## config.mk

```make
export PLATFORM = sky130hd
export DESIGN_NAME = dmem_arbiter
export DESIGN_NICKNAME = d
export VERILOG_FILES = /design/src/rtl/dmem_arbiter.sv
export SDC_FILE = /design/constraint.sdc
export NUM_CORES = 1
export LEC_CHECK = 0
export BUFFER_PORTS_ARGS = -buffer_cell sky130_fd_sc_hd__buf_2
export CAP_MARGIN = 20
export CORE_AREA = 3 3 114 116
export CTS_BUF_LIST = sky130_fd_sc_hd__clkbuf_8 sky130_fd_sc_hd__clkbuf_16
export CTS_CLUSTER_SIZE = 28
export DETAILED_ROUTE_END_ITERATION = 6
export DIE_AREA = 0 0 117 119
export PLACE_DENSITY = 0.57
export SLEW_MARGIN = 30
export SYNTH_ARGS = -nofsm -noshare
export SYNTH_HDL_FRONTEND = slang
export SYNTH_SLANG_ARGS = --single-unit
```

## constraint.sdc

```tcl
create_clock -name clk -period 2.9 [get_ports clk]
set_input_delay 0.145 -clock clk [delete_from_list [all_inputs] [get_ports clk]]
set_output_delay 0.145 -clock clk [all_outputs]
set_load 0.03 [all_outputs]
```

## src/rtl/dmem_arbiter.sv

```systemverilog
// Core-priority arbiter sharing one single-port data memory between the core
// and a DMA port, with a starvation counter and one-cycle read-response routing.
module dmem_arbiter #(
  parameter int AW       = 10,
  parameter int MAX_WAIT = 4
) (
  input  logic          clk,
  input  logic          reset,
  input  logic          core_req,
  input  logic          core_we,
  input  logic [31:0]   core_addr,
  input  logic [31:0]   core_wdata,
  input  logic [3:0]    core_be,
  input  logic          dma_req,
  input  logic          dma_we,
  input  logic [31:0]   dma_addr,
  input  logic [31:0]   dma_wdata,
  input  logic [3:0]    dma_be,
  output logic          core_gnt,
  output logic          dma_gnt,
  output logic          core_stall,
  output logic          core_rvalid,
  output logic          dma_rvalid,
  output logic [31:0]   core_rdata,
  output logic [31:0]   dma_rdata,
  output logic          core_err,
  output logic          dma_err,
  output logic          mem_en,
  output logic          mem_we,
  output logic [AW-1:0] mem_addr,
  output logic [31:0]   mem_wdata,
  output logic [3:0]    mem_be,
  input  logic [31:0]   mem_rdata
);

  localparam int CW = $clog2(MAX_WAIT + 1);

  logic [CW-1:0]   wait_cnt_reg;
  logic            resp_valid_reg;
  logic            resp_owner_reg;
  logic            resp_err_reg;
  logic            resp_read_reg;

  logic [1:0][31:0] port_addr;
  logic [1:0]       in_range;
  logic             force_dma;
  logic             gnt_any;
  logic             sel_we;
  logic             sel_in_range;
  logic [AW-1:0]    sel_word;
  logic [31:0]      sel_wdata;
  logic [3:0]       sel_be;
  logic             resp_live;
  logic [31:0]      resp_data;
  logic             unused_addr_lsb;

  assign port_addr = {dma_addr, core_addr};

  // Any set bit above the memory's word range makes the access out of range.
  for (genvar gi = 0; gi < 2; gi++) begin : g_range
    assign in_range[gi] = (port_addr[gi][31:AW+2] == '0);
  end

  assign unused_addr_lsb = ^{core_addr[1:0], dma_addr[1:0]};

  assign force_dma  = dma_req & (wait_cnt_reg >= CW'(MAX_WAIT));
  assign dma_gnt    = ~reset & dma_req & (force_dma | ~core_req);
  assign core_gnt   = ~reset & core_req & ~force_dma;
  assign core_stall = core_req & ~core_gnt;
  assign gnt_any    = core_gnt | dma_gnt;

  assign sel_we       = dma_gnt ? dma_we : core_we;
  assign sel_in_range = dma_gnt ? in_range[1] : in_range[0];
  assign sel_word     = dma_gnt ? dma_addr[AW+1:2] : core_addr[AW+1:2];
  assign sel_wdata    = dma_gnt ? dma_wdata : core_wdata;
  assign sel_be       = dma_gnt ? dma_be : core_be;

  assign mem_en    = gnt_any & sel_in_range;
  assign mem_we    = gnt_any & sel_we;
  assign mem_addr  = gnt_any ? sel_word  : '0;
  assign mem_wdata = gnt_any ? sel_wdata : '0;
  assign mem_be    = gnt_any ? sel_be    : '0;

  always_ff @(posedge clk) begin
    if (reset) begin
      wait_cnt_reg   <= '0;
      resp_valid_reg <= 1'b0;
      resp_owner_reg <= 1'b0;
      resp_err_reg   <= 1'b0;
      resp_read_reg  <= 1'b0;
    end else begin
      if (dma_gnt || !dma_req) begin
        wait_cnt_reg <= '0;
      end else if (wait_cnt_reg < CW'(MAX_WAIT)) begin
        wait_cnt_reg <= wait_cnt_reg + CW'(1);
      end
      // Writes in range complete silently; everything else owes a response.
      resp_valid_reg <= gnt_any & (~sel_we | ~sel_in_range);
      resp_owner_reg <= dma_gnt;
      resp_err_reg   <= ~sel_in_range;
      resp_read_reg  <= ~sel_we;
    end
  end

  assign resp_live   = resp_valid_reg & ~reset;
  assign resp_data   = resp_err_reg ? 32'h0 : mem_rdata;
  assign core_rvalid = resp_live & resp_read_reg & ~resp_owner_reg;
  assign dma_rvalid  = resp_live & resp_read_reg & resp_owner_reg;
  assign core_err    = resp_live & resp_err_reg & ~resp_owner_reg;
  assign dma_err     = resp_live & resp_err_reg & resp_owner_reg;
  assign core_rdata  = core_rvalid ? resp_data : 32'h0;
  assign dma_rdata   = dma_rvalid  ? resp_data : 32'h0;

endmodule

```

==> impl_metrics.py <==
metrics = {
    "critical_path": {
        "start_kind": "register",
        "cpLargestDelayFamily": "simple AND/OR/NAND/NOR gates",
        "crit_fanout": 19,
        "path_cells": "nand2b_1 > nand3b_4 > inv_2 > nand4_1 > o22ai_1 > nor2b_1 > buf_2",
        "crit_type": "register to output pin",
        "cp.buffers_inverters": 2,
        "critPathSlowestCell": "dfxtp_1",
        "critPathCaptureType": "output pin",
        "critPathMaxStageDelay_ns": 0.34,
        "crit_arrival_ns": 1.90,
        "cp.required_ns": 2.76,
    },
    "die": {
        "dieArea_um2": 13900,
        "io_pins": 293,
        "fp.coreArea_um2": 12000,
        "start_util_pct": 12.9,
        "fp-row-count": 40,
        "die_w_um": 117,
        "fp.dieH_um": 119,
    },
    "cts": {
        "cts-hold-fix-buffers": 0,
        "cts_setup_buffers": 0,
        "clock_path_buffers": 2,
        "post_cts_resized": 0,
        "cts_buffers": 3,
        "ctsHtreeMaxLevel": 1,
        "cts.sinks": 7,
        "worstSkewPairLatency_ns": 0.23,
        "clk_pin_slew_ns": 0.04,
        "cts_tree": "built",
        "cts_root_buf": "clkbuf_16",
    },
    "placed_design": {
        "pre_cts_ws_ns": 1.05,
        "port_buffers": 288,
        "dpl.cell_count": 727,
        "dpl_cell_area_um2": 3110,
        "routabilityCongestion": 0.725,
        "dpl.hpwl_um": 7840,
    },
    "synthesis": {
        "syn-mean-instance-area_um2": 5.00,
        "ys_types": 23,
        "synthFlopType": "dfxtp_1",
        "synthArstFlopShare_pct": 0,
        "ys_warn_count": 0,
        "syn-num-nets": 484,
        "syn_area_um2": 1550,
        "synth_cells": 309,
        "synth_edf_count": 0,
        "seq_area_frac_synth_pct": 9.07,
        "synth_seq_cells": 7,
    },
    "hold_path": {
        "hold_path.class": "primary input to register",
    },
    "final_layout": {
        "fin_cells": 731,
        "syn2layout_area_growth_pct": 107,
        "post-route-util_pct": 26.6,
        "nets": 760,
        "design_area_um2": 3190,
        "antenna_cells": 0,
        "largest_reg_flops": 3,
        "layout-drive-gt1-share_pct": 51.7,
        "fill_cells": 1404,
    },
    "sta": {
        "skew_ns": 0.00309,
        "final.min_clock_period_ns": 2.04,
        "worstMarginPinSlew_ns": 0.830,
        "setup_slack_ns": 0.859,
        "setup_viol": 0,
        "finalCritPeriodShare_pct": 70.4,
        "slew_headroom_pct": 44.5,
        "hold_viol": 0,
        "timing.hold.ws_ns": 0.212,
        "setup_tns_ns": 0,
        "rsz0062_at_grt": "false",
        "timing.fmax_mhz": 490,
        "maxSlewViolCount": 0,
    },
    "flow_run": {
        "maxCapViolations": 0,
    },
    "route": {
        "drc": 0,
        "vias": 3006,
        "wl_um": 9110,
        "drtPass1Iterations": 4,
        "viasPerCell": 4.11,
        "drtIter0Drc": 72,
        "postRouteAntennaNets": 0,
        "wl_per_cell_um": 12.5,
    },
    "power": {
        "power_density_nw_per_um2": 225,
        "irDropWorstVdd_v": 0.000139,
        "finalPower_uw": 719,
        "p_leak_nw": 1.96,
    },
    "global_route": {
        "antenna_found_initial": 0,
        "grt_pass1_vias": 2548,
        "grt_max_degree": 48,
        "grt_first_pass_wirelength_um": 12600,
        "grt-ovfl-total": 0,
        "grtUsageTotal_pct": 11.2,
    },
    "outcome": {
        "status": "complete, no violations",
    },
}
area by class of cell:
type                    count  area [µm²]  area share (%)
clock buffers               3        75.1            2.35
repair buffers            296        1500            47.0
flip-flops and latches      7         140            4.39
inverters                   4        15.0           0.470
clock inverters             1        3.75           0.118
well taps                 147         184            5.76
multi-input cells         273        1270            39.9
cell families (layout without fill, tap and decap cells):
logic type | Yosys count | in the layout | synth area share (%)
AOI/OAI and AO/OA | 50 | 50 | 16.5
and+or+nand+nor | 222 | 222 | 64.4
adders and majority gates | 1 | 1 | 0.810
DFF | 7 | 7 | 9.07
buffers and inverters | 29 | 304 | 9.23
report_power, final:
group	total, mW	switching (mW)	internal [mW]
Sequential	0.108	0.00691	0.101
Combinational	0.387	0.229	0.159
Clock	0.224	0.0451	0.179
Total	0.719	0.281	0.438
path summary, 6_finish.rpt:
path | from | to | slack (ns) | depth (start not counted)
setup reg to reg | wait_cnt_reg[2] | resp_valid_reg | 1.37 | 6
hold reg to reg | wait_cnt_reg[0] | wait_cnt_reg[0] | 0.43 | 1
setup / recovery | wait_cnt_reg[2] | mem_en | 0.86 | 7
hold / removal | reset | resp_read_reg | 0.21 | 2
cells in the final DEF, fill, tap and decap left out:
cell type,netlist,routed
nand2b_1,34,34
nor4_1,10,10
nor2_1,68,68
dfxtp_1,7,7
clkbuf_16,0,3
nand4b_1,1,1
nor3b_1,2,2
o22ai_1,2,2
ha_1,1,1
buf_2,6,288
nand2_1,96,96
nor2b_1,4,4
nand3_1,1,1
and2_1,2,2
inv_2,1,1
nand3b_4,1,1
o21bai_4,0,1
inv_1,3,4
nand4_1,2,2
nor3_1,1,1
a21oi_1,47,47
buf_4,5,8
Yosys cell counts (3+ instances only):
cell type | instances | share of area, %
dfxtp_1 | 7 | 9.1
nand2b_1 | 34 | 14
nand2_1 | 96 | 23
a21oi_1 | 47 | 15
buf_4 | 5 | 2.4
inv_1 | 3 | 0.73
nor2b_1 | 4 | 1.6
nor2_1 | 68 | 17
buf_2 | 6 | 1.9
clkbuf_1 | 13 | 3.2
nor4_1 | 10 | 4.0
per-layer routing:
layer / wire, µm / vias up / global-route usage (%)
met5: 0 / - / 0
met4: 37 / 0 / 1.08
met3: 818 / 4 / 1.37
met2: 4760 / 188 / 22.0
met1: 3500 / 1277 / 13.0
li1: - / 1537 / -
No activity file was read; power rests on OpenSTA's default activity.
